$ cat config.mk
export PLATFORM = sky130hd
export DESIGN_NAME = pc_predict
export DESIGN_NICKNAME = d
export VERILOG_FILES = /design/src/rtl/pc_predict.sv
export SDC_FILE = /design/constraint.sdc
export NUM_CORES = 2
export LEC_CHECK = 0
export CAP_MARGIN = 20
export CORE_ASPECT_RATIO = 1.2
export CORE_MARGIN = 2
export CORE_UTILIZATION = 27
export CTS_CLUSTER_SIZE = 16
export DETAILED_ROUTE_END_ITERATION = 10
export SKIP_CTS_REPAIR_TIMING = 1
export SLEW_MARGIN = 30
export SYNTH_ARGS = -nofsm -noshare
export SYNTH_HDL_FRONTEND = slang
export SYNTH_SLANG_ARGS = --single-unit
$ cat constraint.sdc
create_clock -name clk_in -period 13 [get_ports clk_in]
set_input_delay 2.6 -clock clk_in [delete_from_list [all_inputs] [get_ports clk_in]]
set_output_delay 2.6 -clock clk_in [all_outputs]
set_load 0.02 [all_outputs]
$ cat src/rtl/pc_predict.sv
// Fetch-address generator with a direct-mapped BTB and 2-bit direction counters.
// Lookup is combinational on the registered PC. EX trains the table and redirects the PC.
module pc_predict #(
  parameter int                    ADDR_WIDTH  = 32,
  parameter int                    BTB_ENTRIES = 16,
  parameter logic [ADDR_WIDTH-1:0] RESET_PC    = '0,
  parameter int                    STEP        = 4
) (
  input  logic                  clk_in,
  input  logic                  rst_in,
  input  logic                  rdy_in,
  input  logic [5:0]            stall_in,
  input  logic                  ex_redirect_in,
  input  logic [ADDR_WIDTH-1:0] ex_redirect_addr_in,
  input  logic                  ex_br_valid_in,
  input  logic [ADDR_WIDTH-1:0] ex_br_pc_in,
  input  logic                  ex_br_taken_in,
  input  logic [ADDR_WIDTH-1:0] ex_br_target_in,
  output logic [ADDR_WIDTH-1:0] pc_out,
  output logic                  pred_taken_out,
  output logic [ADDR_WIDTH-1:0] pred_target_out
);

  localparam int IDX_W = $clog2(BTB_ENTRIES);
  localparam int TAG_W = ADDR_WIDTH - IDX_W - 2;

  // Per-entry state lives in flops so reset can clear every valid bit at once
  logic                  valid_q  [BTB_ENTRIES];
  logic [TAG_W-1:0]      tag_q    [BTB_ENTRIES];
  logic [ADDR_WIDTH-1:0] target_q [BTB_ENTRIES];
  logic [1:0]            ctr_q    [BTB_ENTRIES];

  logic [ADDR_WIDTH-1:0] pc_q, pc_d;

  logic [IDX_W-1:0]      lk_idx;
  logic [TAG_W-1:0]      lk_tag;
  logic                  lk_hit;
  logic [ADDR_WIDTH-1:0] fall_through;

  logic [IDX_W-1:0]      upd_idx;
  logic [TAG_W-1:0]      upd_tag;
  logic                  upd_hit;
  logic                  upd_we;
  logic [1:0]            upd_ctr;
  logic [ADDR_WIDTH-1:0] upd_target;

  // Lookup on the current fetch address
  assign lk_idx       = pc_q[IDX_W+1:2];
  assign lk_tag       = pc_q[ADDR_WIDTH-1:IDX_W+2];
  assign lk_hit       = valid_q[lk_idx] && (tag_q[lk_idx] == lk_tag);
  assign fall_through = pc_q + ADDR_WIDTH'(STEP);

  assign pc_out          = pc_q;
  assign pred_taken_out  = lk_hit && ctr_q[lk_idx][1];
  assign pred_target_out = pred_taken_out ? target_q[lk_idx] : fall_through;

  // Redirect outranks a same-cycle advance
  always_comb begin
    pc_d = pc_q;
    if (rdy_in) begin
      if (ex_redirect_in)
        pc_d = ex_redirect_addr_in;
      else if (stall_in[0])
        pc_d = pred_target_out;
    end
  end

  always_ff @(posedge clk_in) begin
    if (rst_in)
      pc_q <= RESET_PC;
    else
      pc_q <= pc_d;
  end

  // Training: saturating counter on a hit, allocate with weakly-taken on a taken miss
  assign upd_idx = ex_br_pc_in[IDX_W+1:2];
  assign upd_tag = ex_br_pc_in[ADDR_WIDTH-1:IDX_W+2];
  assign upd_hit = valid_q[upd_idx] && (tag_q[upd_idx] == upd_tag);

  always_comb begin
    upd_we     = 1'b0;
    upd_ctr    = ctr_q[upd_idx];
    upd_target = target_q[upd_idx];
    if (rdy_in && ex_br_valid_in) begin
      if (upd_hit) begin
        upd_we = 1'b1;
        if (ex_br_taken_in) begin
          upd_target = ex_br_target_in;
          if (ctr_q[upd_idx] != 2'b11)
            upd_ctr = ctr_q[upd_idx] + 2'b01;
        end else if (ctr_q[upd_idx] != 2'b00) begin
          upd_ctr = ctr_q[upd_idx] - 2'b01;
        end
      end else if (ex_br_taken_in) begin
        upd_we     = 1'b1;
        upd_ctr    = 2'b10;
        upd_target = ex_br_target_in;
      end
    end
  end

  genvar gi;
  generate
    for (gi = 0; gi < BTB_ENTRIES; gi++) begin : g_entry
      always_ff @(posedge clk_in) begin
        if (rst_in) begin
          valid_q[gi]  <= 1'b0;
          tag_q[gi]    <= '0;
          target_q[gi] <= '0;
          ctr_q[gi]    <= 2'b01;
        end else if (upd_we && (upd_idx == IDX_W'(gi))) begin
          valid_q[gi]  <= 1'b1;
          tag_q[gi]    <= upd_tag;
          target_q[gi] <= upd_target;
          ctr_q[gi]    <= upd_ctr;
        end
      end
    end
  endgenerate

  logic unused_bits;
  assign unused_bits = ^{stall_in[5:1], ex_br_pc_in[1:0]};

endmodule

==> flow_summary.json <==
{
  "synth_seq_cells": 1012,
  "r2r_start": "tag_q[3][0]$_SDFFCE_PN0P_",
  "yosys-top-cells-area": "edfxtp_1, mux4_2, and3_1, nor2_1, clkbuf_1",
  "rsz0062_at_grt": "false",
  "grt_start_max_net_pins": 95,
  "nets": 3583,
  "fin_tns_setup_ns": 0,
  "reg2reg_to": "target_q[13][19]$_SDFFCE_PN0P_",
  "yosysSeqAreaShare_pct": 56.6,
  "syn_area_per_cell_sq_um": 15.3,
  "drtAntennaViolNets": 0,
  "cp.arrival_ns": 6.82,
  "synth-edff-count": 975,
  "wl_per_cell_um": 30.1,
  "yosys.area.top_type_share_pct": 55.2,
  "start_kind": "flip-flop",
  "fin_crit_sh_pct": 72.5,
  "path_clk_slew_ns": 0.06,
  "synth_cells": 3462,
  "path_class": "flip-flop to output pin",
  "clkSinkCount": 1012,
  "pwr-share-comb_pct": 12.9,
  "ir_drop_mv": 0.105,
  "outcome": "finished clean",
  "track_usage_pct": 18.3,
  "synthMuxAreaShare_pct": 26.3,
  "synth_fa_ha_area_share_pct": 0.0236,
  "grt_pass1_vias": 34400,
  "power_switching_mw": 2.08,
  "ys_top_cells_by_count": "edfxtp_1, mux4_2, nor2_1",
  "p_int_mw": 5.91,
  "slew_violations": 0,
  "slowest_delay_ns": 0.93,
  "hp-class": "flip-flop to flip-flop",
  "layout-drive-gt1-share_pct": 27.2,
  "synth.net_count": 3571,
  "p_per_area_nw_per_um2": 130,
  "hold_viol": 0,
  "dp_cells": 5973,
  "synth_compound_area_share_pct": 1.56,
  "fmax_mhz": 106,
  "initial_core_util_pct": 27.1,
  "cts_root_buf": "clkbuf_16",
  "synth-simple-area-share_pct": 11.2,
  "numPortBuffers": 165,
  "preCtsSetupSlack_ns": 3.15,
  "path_cells": "buf_12, mux4_2, mux4_2, xnor2_1, nor4bb_1, nand4_1, nor2_4, buf_4, mux2_2, clkdlybuf4s50_1",
  "p_leak_nw": 20.8,
  "drt_iter0_markers": 5028,
  "tightest_slew_ns": 1.04,
  "via_per_inst": 5.59,
  "drc": 0,
  "cp_max_fo": 92,
  "synthArstFlopShare_pct": 0,
  "synth-xor-area-share_pct": 1.34,
  "slew_headroom_pct": 30.5,
  "wirelength_mm": 186,
  "synth_cell_type_count": 67,
  "swShare_pct": 26.0,
  "clkLatencyLatePin_ns": 0.76,
  "post-route-min-period_ns": 9.42,
  "cts_tree": "done",
  "cp_common_cell": "mux4_2",
  "htree_levels": 3,
  "grt-ovfl-total": 0,
  "synth_top_family_by_area": "multiplexers",
  "setup_violations": 0,
  "r2r_cells": 10,
  "dieArea_sq_um": 200000,
  "critPathRequiredTime_ns": 10.40,
  "area_delta_synth_final_pct": 15.7,
  "die_h_um": 490,
  "grt_pass1_wl_mm": 261,
  "syn_area_sq_um": 53100,
  "pwr-share-clk_pct": 39.4,
  "ys_warn_count": 0,
  "post-route-worst-setup-slack_ns": 3.58,
  "min-delay-start": "valid_q[8]$_DFF_P_",
  "fin_hold_ws_ns": 0.506,
  "yosysTopAreaCell": "edfxtp_1",
  "cp_top_family": "buffers and inverters",
  "fp-row-count": 178,
  "antenna_found_initial": 14,
  "yosys_most_used_dff": "edfxtp_1",
  "cts.path.max_buffers": 3,
  "hold_end": "valid_q[8]$_DFF_P_",
  "end_kind": "output pin",
  "critPathBufInv": 3,
  "seq_power_share_pct": 47.7,
  "cap_violations": 0,
  "coreArea_sq_um": 196000,
  "synth_most_common_cell": "edfxtp_1",
  "die_x_um": 409,
  "num_vias": 34700,
  "cp_slowest_cell": "dfxtp_4",
  "rrSetupSlack_ns": 6.59,
  "min_path_cells": 2,
  "final_cells": 6198,
  "cts_buffers": 109,
  "hpwl_mm": 107,
  "ios": 173,
  "firstDrtPassIters": 5,
  "place_congestion": 0.860,
  "final.setup_skew_ns": 0.0364
}
==> how the worst max path moves through the flow <==
stage / from / cells past startpoint / to
finish: flip-flop / 10 / pred_target_out[23]
global route: flip-flop / 11 / pred_target_out[23]
CTS: flip-flop / 10 / pred_target_out[23]
detailed placement: ex_br_pc_in[2] / 13 / target_q[13][19]$_SDFFCE_PN0P_
global placement: ex_br_pc_in[2] / 13 / target_q[13][19]$_SDFFCE_PN0P_
floorplan: ex_br_pc_in[3] / 10 / ctr_q[12][0]$_SDFFCE_PN1P_
==> logic make-up (layout without fill, tap and decap cells) <==
kind of cell | count (synthesis) | in the layout
xor+xnor | 81 | 81
other cells | 0 | 17
flops | 1012 | 1012
buf+inv | 386 | 495
compound gates | 119 | 119
mux | 674 | 674
simple gates | 1189 | 1189
fa+ha+maj | 1 | 1
==> power by group through the flow <==
| stage | Combinational, mW | Sequential [mW] | Clock [mW] |
|---|---|---|---|
| global placement | 1.00 | 3.86 | 0 |
| detailed placement | 1.02 | 3.87 | 0 |
| floorplan | 0.643 | 3.84 | 0 |
| CTS | 1.03 | 3.81 | 3.17 |
| finish | 1.03 | 3.81 | 3.14 |
| global route | 1.07 | 3.82 | 3.29 |
==> per-stage QoR <==
| stage | util (%) | total power, mW | area [sq um] |
|---|---|---|---|
| 5_1_grt | 31.4 | 8.19 | 61400 |
| 4_1_cts | 31.3 | 8.00 | 61400 |
| 3_3_place_gp | 29.3 | 4.87 | 57400 |
| 3_5_place_dp | 29.5 | 4.90 | 57800 |
| 2_1_floorplan | - | 4.48 | 53100 |
| 6_report | 31.4 | 7.99 | 61400 |
==> flip-flops by register name (all words and copies together), names as in the netlist, named ones only <==
register / cells
ctr_q: 32
pc_out: 32
tag_q: 416
target_q: 512
valid_q: 16
==> routing by layer <==
| layer | track usage [%] | share of wire [%] | vias to the layer above |
|---|---|---|---|
| li1 | - | - | 13700 |
| met2 | 27.4 | 44 | 2161 |
| met5 | 0 | 0.19 | - |
| met1 | 24.9 | 40 | 18500 |
| met4 | 4.75 | 2.6 | 18 |
| met3 | 6.63 | 13 | 296 |
==> worst register-to-register path, cell delays in order (launching register included) <==
cell and delay, ns:
edfxtp_1 0.40, mux4_2 0.50, mux4_2 0.49, xnor2_1 0.67
nand4_1 0.38, nor3_1 0.63, a21oi_2 0.32, nor3b_4 0.35
buf_4 0.57, a31o_4 0.99, buf_4 0.71
==> cells in the final DEF, fill, tap and decap left out, types with 5 or more instances in the layout <==
cell | synthesis | layout
buf_4 | 12 | 87
buf_6 | 5 | 5
nor2b_1 | 10 | 10
a21oi_1 | 32 | 32
nor3_1 | 29 | 26
nand3_1 | 30 | 29
mux4_2 | 572 | 572
and2_1 | 108 | 108
o21ai_0 | 16 | 13
or2_2 | 11 | 11
and3_1 | 349 | 349
clkdlybuf4s50_1 | 0 | 158
mux2_2 | 32 | 32
bufinv_16 | 0 | 9
mux2i_2 | 0 | 27
xnor2_1 | 57 | 57
dfxtp_1 | 37 | 33
a22oi_1 | 14 | 14
edfxtp_1 | 975 | 975
clkbuf_16 | 0 | 109
diode_2 | 0 | 17
nand4_1 | 16 | 16
clkbuf_1 | 264 | 27
o2bb2ai_1 | 29 | 29
clkinv_2 | 1 | 30
nand2_4 | 0 | 5
nor2_1 | 536 | 532
mux2i_1 | 70 | 43
nand2_2 | 0 | 12
buf_12 | 0 | 5
xor2_1 | 24 | 24
clkbuf_8 | 0 | 5
or2_1 | 6 | 6
inv_1 | 17 | 16
clkinv_1 | 0 | 17
nand2_1 | 61 | 40
nor4_1 | 7 | 6
==> cell type report <==
cell class,count,area (sq um)
antenna,17,42.5
sequential,1012,30000
inverter,22,86.3
timing repair buffer,265,2560
tap,2610,3270
multi-input combinational,2064,21800
clock buffer,141,2900
fill,19000,134000
clock inverter,67,677
(Power assumes the default switching activity.)
